## config.mk

```make
export PLATFORM = sky130hd
export DESIGN_NAME = sd_arbiter
export DESIGN_NICKNAME = d
export VERILOG_FILES = /design/src/rtl/sd_arb_pkg.sv /design/src/rtl/sd_arb_rr.sv /design/src/rtl/sd_arbiter.sv
export SDC_FILE = /design/constraint.sdc
export NUM_CORES = 1
export LEC_CHECK = 0
export BUFFER_PORTS_ARGS = -buffer_cell sky130_fd_sc_hd__buf_2
export CAP_MARGIN = 20
export CORE_MARGIN = 5
export CORE_UTILIZATION = 53
export CTS_BUF_LIST = sky130_fd_sc_hd__clkbuf_4 sky130_fd_sc_hd__clkbuf_8
export CTS_CLUSTER_DIAMETER = 100
export DETAILED_ROUTE_END_ITERATION = 16
export PLACE_DENSITY = 0.88
export SLEW_MARGIN = 20
export SYNTH_ARGS = -nofsm -noshare
export SYNTH_HDL_FRONTEND = slang
export SYNTH_SLANG_ARGS = --single-unit
```

## constraint.sdc

```tcl
create_clock -name clk_sys -period 6.62 [get_ports clk_sys]
set_clock_uncertainty 0.05 [all_clocks]
set_input_delay 0.331 -clock clk_sys [delete_from_list [all_inputs] [get_ports clk_sys]]
set_output_delay 0.331 -clock clk_sys [all_outputs]
set_load 0.02 [all_outputs]
```

## src/rtl/sd_arb_pkg.sv

```systemverilog
// Shared types and width helpers for the HPS virtual-disk channel arbiter.
package sd_arb_pkg;

  // Largest requester count the 3-bit grant index can address.
  localparam int NREQ_MAX = 8;

  typedef enum logic [1:0] {
    ST_IDLE  = 2'd0,
    ST_ISSUE = 2'd1,
    ST_XFER  = 2'd2,
    ST_DONE  = 2'd3
  } sd_state_t;

  // Top bit index of the sector-buffer data path.
  function automatic int buf_msb(input int wide);
    return (wide != 0) ? 15 : 7;
  endfunction

  // Sector-buffer data width in bits.
  function automatic int buf_width(input int wide);
    return buf_msb(wide) + 1;
  endfunction

endpackage

```

## src/rtl/sd_arb_rr.sv

```systemverilog
// Combinational round-robin picker: first pending index after 'last', wrapping modulo NREQ.
module sd_arb_rr
  import sd_arb_pkg::*;
#(
  parameter int NREQ = 4
) (
  input  logic [NREQ-1:0] pend,
  input  logic [2:0]      last,
  output logic            valid,
  output logic [2:0]      idx
);

  // Walk candidates last+1 .. last+NREQ; the first pending one wins.
  always_comb begin : pick
    logic [2:0] cand;
    logic       hit;
    valid = 1'b0;
    idx   = '0;
    cand  = '0;
    hit   = 1'b0;
    for (int k = 1; k <= NREQ; k++) begin
      cand = 3'((int'(last) + k) % NREQ);
      hit  = 1'b0;
      for (int i = 0; i < NREQ; i++) begin
        if (cand == 3'(i)) hit = pend[i];
      end
      if (!valid && hit) begin
        valid = 1'b1;
        idx   = cand;
      end
    end
  end

endmodule

```

## src/rtl/sd_arbiter.sv

```systemverilog
// Shares one HPS virtual-disk block channel among NREQ requesters.
// Handshake: a requester holds req_rd/req_wr (level) until it sees its
// 1-cycle req_ack; req_done or req_err then closes the transaction. The
// arbiter holds sd_rd/sd_wr until sd_ack rises, and treats sd_ack falling
// as the end of the sector transfer.
module sd_arbiter
  import sd_arb_pkg::*;
#(
  parameter int NREQ     = 4,
  parameter int WIDE     = 0,
  parameter int TMO_BITS = 24
) (
  input  logic                                 clk_sys,
  input  logic                                 reset,
  input  logic [NREQ-1:0]                      req_rd,
  input  logic [NREQ-1:0]                      req_wr,
  input  logic [32*NREQ-1:0]                   req_lba,
  output logic [NREQ-1:0]                      req_ack,
  output logic [NREQ-1:0]                      req_done,
  output logic [NREQ-1:0]                      req_err,
  output logic [NREQ-1:0]                      req_buff_wr,
  input  logic [buf_width(WIDE)*NREQ-1:0]      req_buff_din,
  output logic [31:0]                          sd_lba,
  output logic                                 sd_rd,
  output logic                                 sd_wr,
  input  logic                                 sd_ack,
  input  logic                                 sd_buff_wr,
  output logic [buf_msb(WIDE):0]               sd_buff_din,
  output logic                                 busy,
  output logic [2:0]                           grant,
  output logic [1:0]                           dbg_state
);

  localparam int BW = buf_width(WIDE);
  localparam logic [TMO_BITS-1:0] WDOG_ONE  = TMO_BITS'(1);
  localparam logic [TMO_BITS-1:0] WDOG_ONES = '1;

  sd_state_t           state_q, state_d;
  logic [2:0]          grant_q, grant_d;
  logic [31:0]         sd_lba_q, sd_lba_d;
  logic                sd_rd_q, sd_rd_d;
  logic                sd_wr_q, sd_wr_d;
  logic [NREQ-1:0]     req_ack_q, req_ack_d;
  logic [NREQ-1:0]     req_done_q, req_done_d;
  logic [NREQ-1:0]     req_err_q, req_err_d;
  logic [TMO_BITS-1:0] wdog_q, wdog_d;
  logic [TMO_BITS-1:0] wdog_inc;

  logic            pick_valid;
  logic [2:0]      pick_idx;
  logic [NREQ-1:0] pick_oh;
  logic [NREQ-1:0] grant_oh;
  logic [31:0]     lba_arr [NREQ_MAX];
  logic [BW-1:0]   din_arr [NREQ_MAX];

  sd_arb_rr #(.NREQ(NREQ)) u_rr (
    .pend  (req_rd | req_wr),
    .last  (grant_q),
    .valid (pick_valid),
    .idx   (pick_idx)
  );

  // Unflatten per-requester buses and decode one-hot forms of pick and grant.
  always_comb begin
    pick_oh  = '0;
    grant_oh = '0;
    for (int i = 0; i < NREQ_MAX; i++) begin
      lba_arr[i] = '0;
      din_arr[i] = '0;
    end
    for (int i = 0; i < NREQ; i++) begin
      lba_arr[i]  = req_lba[32*i +: 32];
      din_arr[i]  = req_buff_din[BW*i +: BW];
      pick_oh[i]  = (pick_idx == 3'(i));
      grant_oh[i] = (grant_q == 3'(i));
    end
  end

  // Next-state and registered-output logic of the channel FSM.
  always_comb begin
    state_d    = state_q;
    grant_d    = grant_q;
    sd_lba_d   = sd_lba_q;
    sd_rd_d    = sd_rd_q;
    sd_wr_d    = sd_wr_q;
    wdog_d     = wdog_q;
    req_ack_d  = '0;
    req_done_d = '0;
    req_err_d  = '0;
    wdog_inc   = wdog_q + WDOG_ONE;
    case (state_q)
      ST_IDLE: begin
        if (pick_valid) begin
          grant_d  = pick_idx;
          sd_lba_d = lba_arr[pick_idx];
          // Read wins when a requester raises both directions.
          sd_rd_d  = |(req_rd & pick_oh);
          sd_wr_d  = ~(|(req_rd & pick_oh));
          wdog_d   = '0;
          state_d  = ST_ISSUE;
        end
      end
      ST_ISSUE: begin
        if (sd_ack) begin
          sd_rd_d   = 1'b0;
          sd_wr_d   = 1'b0;
          req_ack_d = grant_oh;
          state_d   = ST_XFER;
        end else if (!(|((req_rd | req_wr) & grant_oh))) begin
          sd_rd_d = 1'b0;
          sd_wr_d = 1'b0;
          state_d = ST_IDLE;
        end else if (wdog_inc == WDOG_ONES) begin
          sd_rd_d   = 1'b0;
          sd_wr_d   = 1'b0;
          req_err_d = grant_oh;
          state_d   = ST_IDLE;
        end else begin
          wdog_d = wdog_inc;
        end
      end
      ST_XFER: begin
        if (!sd_ack) begin
          req_done_d = grant_oh;
          state_d    = ST_DONE;
        end
      end
      default: begin
        state_d = ST_IDLE;
      end
    endcase
  end

  // State and output registers, cleared immediately on reset.
  always_ff @(posedge clk_sys or posedge reset) begin
    if (reset) begin
      state_q    <= ST_IDLE;
      grant_q    <= 3'(NREQ - 1);
      sd_lba_q   <= '0;
      sd_rd_q    <= 1'b0;
      sd_wr_q    <= 1'b0;
      req_ack_q  <= '0;
      req_done_q <= '0;
      req_err_q  <= '0;
      wdog_q     <= '0;
    end else begin
      state_q    <= state_d;
      grant_q    <= grant_d;
      sd_lba_q   <= sd_lba_d;
      sd_rd_q    <= sd_rd_d;
      sd_wr_q    <= sd_wr_d;
      req_ack_q  <= req_ack_d;
      req_done_q <= req_done_d;
      req_err_q  <= req_err_d;
      wdog_q     <= wdog_d;
    end
  end

  // Buffer strobe only reaches the granted requester during a transfer;
  // read data follows the last grant in every state.
  always_comb begin
    req_buff_wr = (state_q == ST_XFER && sd_buff_wr) ? grant_oh : '0;
    sd_buff_din = din_arr[grant_q];
  end

  assign sd_lba    = sd_lba_q;
  assign sd_rd     = sd_rd_q;
  assign sd_wr     = sd_wr_q;
  assign req_ack   = req_ack_q;
  assign req_done  = req_done_q;
  assign req_err   = req_err_q;
  assign busy      = (state_q != ST_IDLE);
  assign grant     = grant_q;
  assign dbg_state = state_q;

endmodule

```

==> run summary <==
status: completed
register area: 0.00185 sq mm
Final setup viols: 0
pre-CTS WS: 1.98 ns
CP Capture Type: flop
Initial Utilization: 54.5%
IO Pins: 236
Final Hold Vio Count: 0
# hold bufs at CTS: 0
total number of vias: 5367
Final Util: 68.2%
drt pass-1 iters: 5
Least-Margin Pin Slew: 0.956 ns
arrival time at the worst endpoint: 4.91 ns
Top FF cell, synth: dfrtp_1
ys async rst share: 100%
DR iter-0 viols: 502
ANT nets after route: 0
largest net degree at the start of global routing: 75
Sink Count: 74
setup bufs post-CTS: 0
commonest non-fill, non-tap cell in the layout: buf_2
Global Route Usage Sum: 27.6%
combinational power share: 71.5%
total CTS buffers: 9
Hold WC Path Type: in -> async
initial antenna violation count: 3
multi-input logic area: 0.00321 sq mm
final setup TNS: 0 ns
max-slew violations: 0
Wirelength per Cell: 20.0 microns
cells after synthesis: 536
Area Growth Syn to Fin: 25.3%
first-pass GRT wire length: 26200 microns
Synth Register Bits: 74
GP Congestion: 0.916
Worst Setup Start Kind: flop
Hold Worst Slack: 0.209 ns
share of cells above drive strength 1: 41.5%
H-Tree Depth: 3
normalized max-slew margin: 36.3%
max-cap viol count: 0
die width: 110 microns
PD cells: 557 mW/mm^2
number of synthesized flops with an enable pin: 0
Post-CTS Resized: 0
CTS Buffer Depth: 2
worst r2r path cells: 10
DIE HEIGHT: 110 microns
Tcrit/Tclk final: 71.7%
Yosys warning count: 0
most frequent cells in the layout: buf_2 (234), mux2i_1 (73), dfrtp_1 (72)
worst setup margin: 1.87 ns
core area: 0.00977 sq mm
Clock Latency Late Sink: 0.36 ns
Clock power frac: 9.1%
die area: 0.0121 sq mm
Final #Nets: 926
vias in the first global route: 5190
Reg clk slew, reported paths: 0.09 ns
Distinct cells, synth: 72
Pwr Total: 3.72 mW
VDD IR-drop max: 570 uV
Reg power frac: 19.4%
Root Buffer: clkbuf_8
layout filler cell count: 748
Synth Net Count: 716
critical path peak fanout: 47
Detailed Route WL: 17800 microns
minimum clock period after layout: 4.75 ns
switch share: 51.0%
syn_area_per_cell: 9.93 sq um
fmax: 211 MHz
TritonCTS clock tree: yes
switching pwr: 1.90 mW
area of the mapped netlist: 0.00532 sq mm
WP data required: 6.78 ns
P_leak: 3.31 nW
# DRC: 0
Internal: 1.82 mW
crit path kind: reg -> reg
Detail Placement HPWL: 13500 microns
remaining global-route overflow: 0
drt via density: 6.05
setup repair after global routing missed its margin: false
fraction of the yosys area taken by sequential cells: 34.8%
Placement Rows: 36
number of I/O port buffers: 234
==> registers in the layout (all words and copies together) (netlist names) <==
register,count
sd_rd,1
req_ack,4
req_done,4
sd_lba,32
grant,2
wdog_q,24
req_err,4
dbg_state,2
sd_wr,1
==> power groups by stage <==
stage	Sequential [mW]	Clock [mW]	Combinational (mW)
floorplan	0.828	0	2.06
global placement	0.723	0	2.54
detailed placement	0.728	0	2.64
CTS	0.719	0.341	2.64
global route	0.738	0.365	2.83
finish	0.722	0.339	2.66
==> routing by layer <==
layer	track usage, %	vias to the layer above	part of all wire [%]
met3	5.53	36	7.7
met2	48.3	241	51
met4	9.41	0	2.7
li1	-	2460	-
met5	0	-	0
met1	34.0	2630	39
==> cells in the mapped netlist, drive strengths merged, types with 3 or more instances <==
cell    number  area, sq um
nand3       22          110
buf         32          208
nand2       69          259
nor4         7         50.1
a21o         4         30.0
clkbuf       8         30.0
o211ai       8         60.1
a22o         3         26.3
or4          8         60.1
dfrtp       72         1800
o21ai       17         88.8
mux2i       73          731
o221ai      35          494
a31oi        6         37.5
and3        15         93.8
xnor2        6         52.6
inv         10         37.5
nand2b       3         18.8
a21oi        7         35.0
nor2b        3         18.8
or2          7         43.8
mux4         8          180
mux2         3         33.8
nor3         3         15.0
or3          4         25.0
o31ai        7         52.6
nor2        30          113
and2         7         43.8
nand4        9         68.8
ha           8          100
==> critical path, cell delays in order, from the launching register on <==
cell	delay, ns
dfstp_2	0.90
inv_1	0.26
ha_1	0.41
nor2b_1	0.20
a222oi_1	0.58
o2111ai_1	0.21
or3_1	0.44
o21ai_4	0.31
buf_4	0.73
mux2i_1	0.35
o221ai_2	0.12
==> cell families (layout without fill, tap and decap cells) <==
kind of cell,after synthesis,after routing,share of synthesized area [%]
AOI/OAI and AO/OA,114,114,20.0
DFF,74,74,34.8
and+or+nand+nor,198,198,19.2
muxes,84,84,17.7
xor gates and xnor gates,7,7,1.15
adders and majority gates,8,8,1.88
other,1,4,0.0705
buffers and inverters,50,265,5.17
==> final timing paths <==
| path | from | end | slack, ns |
|---|---|---|---|
| setup / recovery | grant[0] | sd_lba[15] | 1.87 |
| min in group clk_sys | req_lba[121] | sd_lba[25] | 0.24 |
| setup reg to reg | grant[0] | sd_lba[15] | 1.87 |
| hold reg to reg | sd_lba[6] | sd_lba[6] | 0.44 |
| max in group asynchronous | reset | sd_lba[16] | 5.69 |
| hold / removal | reset | sd_lba[12] | 0.21 |
==> final cells by class <==
class | instances | share of cell area (%)
clock buffer | 11 | 2.18
antenna | 3 | 0.113
clock inverter | 5 | 0.563
inverter | 10 | 0.563
sequential | 74 | 27.8
timing repair buffer | 239 | 18.1
multi-input combinational | 412 | 48.2
tap | 133 | 2.50
==> stage by stage <==
step           area, sq um  std cells
2_1_floorplan         5320        536
3_3_place_gp          6480        868
3_5_place_dp          6480        868
4_1_cts               6660        884
5_1_grt               6670        887
6_report              6670        887
Note: power is estimated with default switching activity, not from simulation.
